**src/rtl/alu_seq.sv**
```systemverilog
// alu_seq: registered, parametrised ALU with a start/done handshake,
// status flags and an iterative shift-add multiply.
//
// Ports:
//   clk    rising-edge clock
//   rst    synchronous, active-high reset
//   start  operation request, sampled only while busy=0
//   op     operation select (4 bits), latched with start
//   a, b   WIDTH-bit operands, latched with start
//   busy   multiply in progress; start is ignored while high
//   done   one-cycle pulse: res and flags updated this cycle
//   res    WIDTH-bit result, held until the next done
//   zero   res == 0
//   carry  carry / borrow / multiply overflow
//   neg    res[WIDTH-1]
//   ovf    signed two's-complement overflow
module alu_seq #(
    parameter int WIDTH = 8
) (
    input  logic             clk,
    input  logic             rst,
    input  logic             start,
    input  logic [3:0]       op,
    input  logic [WIDTH-1:0] a,
    input  logic [WIDTH-1:0] b,
    output logic             busy,
    output logic             done,
    output logic [WIDTH-1:0] res,
    output logic             zero,
    output logic             carry,
    output logic             neg,
    output logic             ovf
);

    localparam int CW = $clog2(WIDTH);

    typedef enum logic {IDLE, MUL} state_t;

    state_t             state;
    logic [2*WIDTH-1:0] acc;
    logic [2*WIDTH-1:0] mcand;
    logic [WIDTH-1:0]   mplier;
    logic [CW-1:0]      cnt;

    // Single-cycle datapath. Every add/sub op is reduced to x +/- y so one
    // adder and one set of flag equations cover all seven arithmetic codes.
    logic [WIDTH-1:0] x;
    logic [WIDTH-1:0] y;
    logic             is_sub;
    logic [WIDTH:0]   ext;
    logic [WIDTH-1:0] alu_r;
    logic             alu_c;
    logic             alu_v;

    logic [2*WIDTH-1:0] mul_sum;

    always_comb begin
        x      = a;
        y      = b;
        is_sub = 1'b0;
        unique case (op)
            4'b1000: begin x = a; y = WIDTH'(1);               end
            4'b1001: begin x = a; y = WIDTH'(1); is_sub = 1'b1; end
            4'b1010: begin x = b; y = WIDTH'(1);               end
            4'b1011: begin x = b; y = WIDTH'(1); is_sub = 1'b1; end
            4'b1100: begin x = a; y = b;                        end
            4'b1101: begin x = b; y = a;         is_sub = 1'b1; end
            4'b1110: begin x = a; y = b;         is_sub = 1'b1; end
            default: begin x = a; y = b;                        end
        endcase

        ext = is_sub ? ({1'b0, x} - {1'b0, y}) : ({1'b0, x} + {1'b0, y});

        alu_r = '0;
        alu_c = 1'b0;
        alu_v = 1'b0;
        unique case (op)
            4'b0000: alu_r = ~a;
            4'b0001: alu_r = ~b;
            4'b0010: alu_r = a & b;
            4'b0011: alu_r = ~(a & b);
            4'b0100: alu_r = a | b;
            4'b0101: alu_r = ~(a | b);
            4'b0110: alu_r = a ^ b;
            4'b0111: alu_r = ~(a ^ b);
            4'b1111: alu_r = '0;
            default: begin
                alu_r = ext[WIDTH-1:0];
                // ext[WIDTH] is the carry-out for add and the borrow for sub.
                alu_c = ext[WIDTH];
                // Add overflows when signs match, sub when they differ; in
                // both cases the result sign must differ from x.
                alu_v = ((x[WIDTH-1] ^ y[WIDTH-1]) == is_sub) &&
                        (ext[WIDTH-1] != x[WIDTH-1]);
            end
        endcase

        mul_sum = acc + (mplier[0] ? mcand : '0);
    end

    always_ff @(posedge clk) begin
        if (rst) begin
            state  <= IDLE;
            busy   <= 1'b0;
            done   <= 1'b0;
            res    <= '0;
            zero   <= 1'b0;
            carry  <= 1'b0;
            neg    <= 1'b0;
            ovf    <= 1'b0;
            acc    <= '0;
            mcand  <= '0;
            mplier <= '0;
            cnt    <= '0;
        end else begin
            done <= 1'b0;
            unique case (state)
                IDLE: begin
                    if (start) begin
                        if (op == 4'b1111) begin
                            mcand  <= {{WIDTH{1'b0}}, a};
                            mplier <= b;
                            acc    <= '0;
                            cnt    <= '0;
                            busy   <= 1'b1;
                            state  <= MUL;
                        end else begin
                            res   <= alu_r;
                            zero  <= (alu_r == '0);
                            neg   <= alu_r[WIDTH-1];
                            carry <= alu_c;
                            ovf   <= alu_v;
                            done  <= 1'b1;
                        end
                    end
                end
                MUL: begin
                    acc    <= mul_sum;
                    mcand  <= mcand << 1;
                    mplier <= mplier >> 1;
                    cnt    <= cnt + CW'(1);
                    // Final partial product is folded in on the same edge
                    // that publishes the result.
                    if (cnt == CW'(WIDTH - 1)) begin
                        res   <= mul_sum[WIDTH-1:0];
                        zero  <= (mul_sum[WIDTH-1:0] == '0);
                        neg   <= mul_sum[WIDTH-1];
                        carry <= |mul_sum[2*WIDTH-1:WIDTH];
                        ovf   <= 1'b0;
                        done  <= 1'b1;
                        busy  <= 1'b0;
                        state <= IDLE;
                    end
                end
                default: state <= IDLE;
            endcase
        end
    end

endmodule

```
**config.mk**
```make
export PLATFORM = sky130hd
export DESIGN_NAME = alu_seq
export DESIGN_NICKNAME = d
export VERILOG_FILES = /design/src/rtl/alu_seq.sv
export SDC_FILE = /design/constraint.sdc
export NUM_CORES = 1
export LEC_CHECK = 0
export CAP_MARGIN = 20
export CORE_ASPECT_RATIO = 0.9
export CORE_MARGIN = 5
export CORE_UTILIZATION = 60
export DETAILED_ROUTE_END_ITERATION = 10
export DONT_BUFFER_PORTS = 1
export PLACE_DENSITY_LB_ADDON = 0.15
export SETUP_SLACK_MARGIN = 0.05
export SYNTH_ARGS = -nofsm -noshare
export SYNTH_HDL_FRONTEND = slang
export SYNTH_SLANG_ARGS = --single-unit
```
**constraint.sdc**
```tcl
create_clock -name clk -period 4.4 [get_ports clk]
set_input_delay 0.44 -clock clk [delete_from_list [all_inputs] [get_ports clk]]
set_output_delay 0.44 -clock clk [all_outputs]
set_load 0.02 [all_outputs]
```
==> out/metrics.cfg <==
[outcome]
status = finished clean

[cells_and_area]
nFillCells = 671
final_cell_mix = 82 x sky130_fd_sc_hd__nor2_1, 57 x sky130_fd_sc_hd__nand2_1, 56 x sky130_fd_sc_hd__dfxtp_1
diodes_inserted = 0
nets = 648
synthToLayoutAreaGrowth_pct = 4.817
layout_cell_share_with_drive_strength_beyond_1 = 0.06496
layout.cells.most_common = sky130_fd_sc_hd__nor2_1

[sta]
rsz0062_at_grt = no
maxSlewViolCount = 0
max_frequency_mhz = 301.3
fin_crit_ns = 3.319
clock-skew-final_ns = 0.01627
finalCritPeriodShare = 0.7544
totalNegativeSetupSlack_ns = 0
tightestPinTransition_ns = 0.6526
relative_max_transition_margin = 0.5649
setup_viol = 0
final-hold-violation-count = 0

[synth]
synth_edf_count = 0
compound_gate_portion_of_the_synthesized_area = 0.2761
syn_area_um2 = 4649
share_of_cell_area_taken_by_muxes_after_synthesis = 0.02610
synth_top_family_by_area = compound AO/OA/AOI/OAI gates
postSynth.asyncResetShare = 0
synth_warnings = 0
yosys.area_share.simple = 0.2051
average_cell_area_after_synthesis_um2 = 7.736
synthFlopType = sky130_fd_sc_hd__dfxtp_1
netlist_instances = 601
seq_area_frac_synth = 0.2454
synth_xor_area_frac = 0.06405
ys_ff_latch = 57
synthesis.nets = 668
ys_types = 68
post_synth_fa_ha_maj_area_fraction = 0.1216

[floorplanning]
fp.dieH_um = 93.51
die_area_um2 = 9612
width_of_the_chip_um = 102.8
num_rows = 30
floorplan.initialDensity = 0.6163
ioPinCount = 37
floorplan.core_area_um2 = 7545

[worst_setup_path]
critical_path_peak_fanout = 29
type_of_element_launching_the_critical_path = input port
cpMostUsedCell = sky130_fd_sc_hd__nor2_1
critical_path_arrival_ns = 3.51
crit_chain = nor2b_1 -> o22ai_1 -> a31oi_1 -> and4b_4 -> nand2_1 -> nor3_1 -> nor2_1 -> xor2_1 -> ha_1 -> nand3b_1 -> o311ai_0 -> a211oi_1 -> nor2_1 -> a21oi_1 -> o31ai_1
cp-startpoint = op[0]
r2r_slack_ns = 1.14
worst_ep_required_ns = 4.59
reg2reg_to = carry
setup.worst_path.class = input port to flip-flop
cp_slowest_cell = sky130_fd_sc_hd__nor2b_1
crit_end = res[7]
slowest_cell_delay_on_critical_path_ns = 0.41
rr_startpoint = mplier[0]
setup_crit_end_kind = flip-flop
timing.reg2reg.worst_path_depth = 11

[global_route]
grt_first_pass_wirelength_um = 20440
global_route.overflow_total = 0
first_global_vias = 4042
antenna_found_initial = 0
maximum_number_of_pins_on_one_net_before_global_route_repair = 59
groute.usage.overall = 0.2676

[power]
total_leakage_power_nw = 1.999
powerDensity_nw_per_um2 = 298.1
max_vdd_drop_v = 0.0001893
power.total_mw = 1.453

[cts]
numClockSinks = 57
cts_buffers = 9
clk_pin_slew_worst_paths_ns = 0.07
cts_setup_buffers = 0
clock_tree.buffer_depth = 2
cts.repair.resized = 0
cts_hold_buffers = 0
cts_tree = built
cts_max_level = 3
worstSkewPairLatency_ns = 0.34
cts_root_buffer = sky130_fd_sc_hd__clkbuf_8

[route]
drt-pass1-iter-count = 5
remaining_drc_errors = 0
detailroute.wirelength.met2_um = 5500
routedLengthMet1_um = 5804
number_of_nets_with_antenna_violations_after_routing = 0
post_drt_wl_per_cell_um = 18.59
met3_length_um = 1110
via_per_inst = 6.457
routed_wirelength_um = 12660
vias = 4397
detail_route.iter0.violations = 532
top_layer_used = met4

[placement]
finalWeightedCongestion = 0.9402
dp.final_hpwl_um = 9380
port_buffers = 0

[worst_hold_path]
worstHoldStart = rst
hold_class = input port to flip-flop

[flow_run]
drv.max_cap_violation_count = 0

[cells in the mapped netlist, drive strengths merged, types with 3 or more instances]
library cell / instances / area share
a211oi: 8 / 0.013
a21o: 8 / 0.013
a21oi: 35 / 0.038
a222oi: 14 / 0.030
a22oi: 23 / 0.038
a31o: 5 / 0.0094
a31oi: 6 / 0.0081
and2: 18 / 0.024
buf: 14 / 0.021
clkbuf: 21 / 0.017
dfxtp: 57 / 0.25
ha: 42 / 0.11
inv: 29 / 0.023
mux2i: 11 / 0.024
nand2: 57 / 0.046
nand2b: 4 / 0.0054
nand3: 6 / 0.0065
nand3b: 6 / 0.0097
nor2: 82 / 0.066
nor2b: 4 / 0.0054
nor3: 14 / 0.017
nor3b: 4 / 0.0065
o211ai: 5 / 0.0091
o21a: 3 / 0.0048
o21ai: 36 / 0.039
o22ai: 14 / 0.019
o31ai: 5 / 0.0081
or3: 4 / 0.0054
xnor2: 21 / 0.040
xor2: 13 / 0.024
[how the worst min path moves through the flow]
| stage | endpoint | slack [ns] | cells past startpoint |
|---|---|---|---|
| 2_1_floorplan | acc[7] | 0.44 | 2 |
| 3_3_place_gp | acc[13] | 0.44 | 2 |
| 3_5_place_dp | acc[3] | 0.45 | 2 |
| 4_1_cts | acc[4] | 0.16 | 1 |
| 5_1_grt | acc[6] | 0.16 | 1 |
| 6_report | state | 0.17 | 1 |
[state kept, by name (all words and copies together), names as in the netlist]
signal and count:
acc 16, mcand 16, mplier 8, res 8, cnt 3, busy 1, carry 1, done 1
ovf 1, state 1, zero 1
[cells by family (layout without fill, tap and decap cells)]
logic type | count (synthesis) | in the layout
mux | 12 | 12
buf+inv | 64 | 48
fa+ha+maj | 44 | 44
simple gates | 206 | 206
xor+xnor | 34 | 34
compound gates | 184 | 184
flops | 57 | 57
[stage by stage]
step | utilization | setup slack [ns] | instance area (um^2) | cells | hold WS, ns
CTS | 0.6459 | 1.151 | 4873 | 681 | 0.1599
detailed placement | 0.6156 | 0.8151 | 4644 | 666 | 0.4514
global route | 0.6459 | 0.7572 | 4873 | 681 | 0.1567
global placement | 0.6123 | 0.7892 | 4619 | 664 | 0.4412
floorplan | - | 1.057 | 4649 | 601 | 0.4362
finish | 0.6459 | 1.081 | 4873 | 681 | 0.1712
[per-layer routing]
metal | track usage | up-vias
met2 | 0.4145 | 200
met3 | 0.04623 | 21
met4 | 0.07767 | 0
li1 | - | 2132
met1 | 0.3792 | 2044
met5 | 0 | -
[worst max-delay path, delay by kind of cell]
family | cells | cell delay [ns]
AND/OR/NAND/NOR | 7 | 1.29
AO/OA/AOI/OAI | 6 | 1.22
adder cells (fa/ha/maj) | 1 | 0.39
XOR/XNOR | 1 | 0.16
[power breakdown]
group / leakage [nW] / switching, mW / internal (mW)
Clock: 0.116 / 0.206 / 0.363
Sequential: 0.462 / 0.0249 / 0.529
Combinational: 1.42 / 0.187 / 0.143
Total: 2.00 / 0.418 / 1.03
[area by class of cell]
class	count	area (um^2)	share of cell area
clock inverters	2	60.06	0.01232
flip-flops and latches	57	1142	0.2344
well taps	96	120.1	0.02465
inverters	29	108.9	0.02234
multi-input cells	480	3233	0.6634
repair buffers	4	40.04	0.008216
clock buffers	13	168.9	0.03466
(Power assumes the default switching activity.)
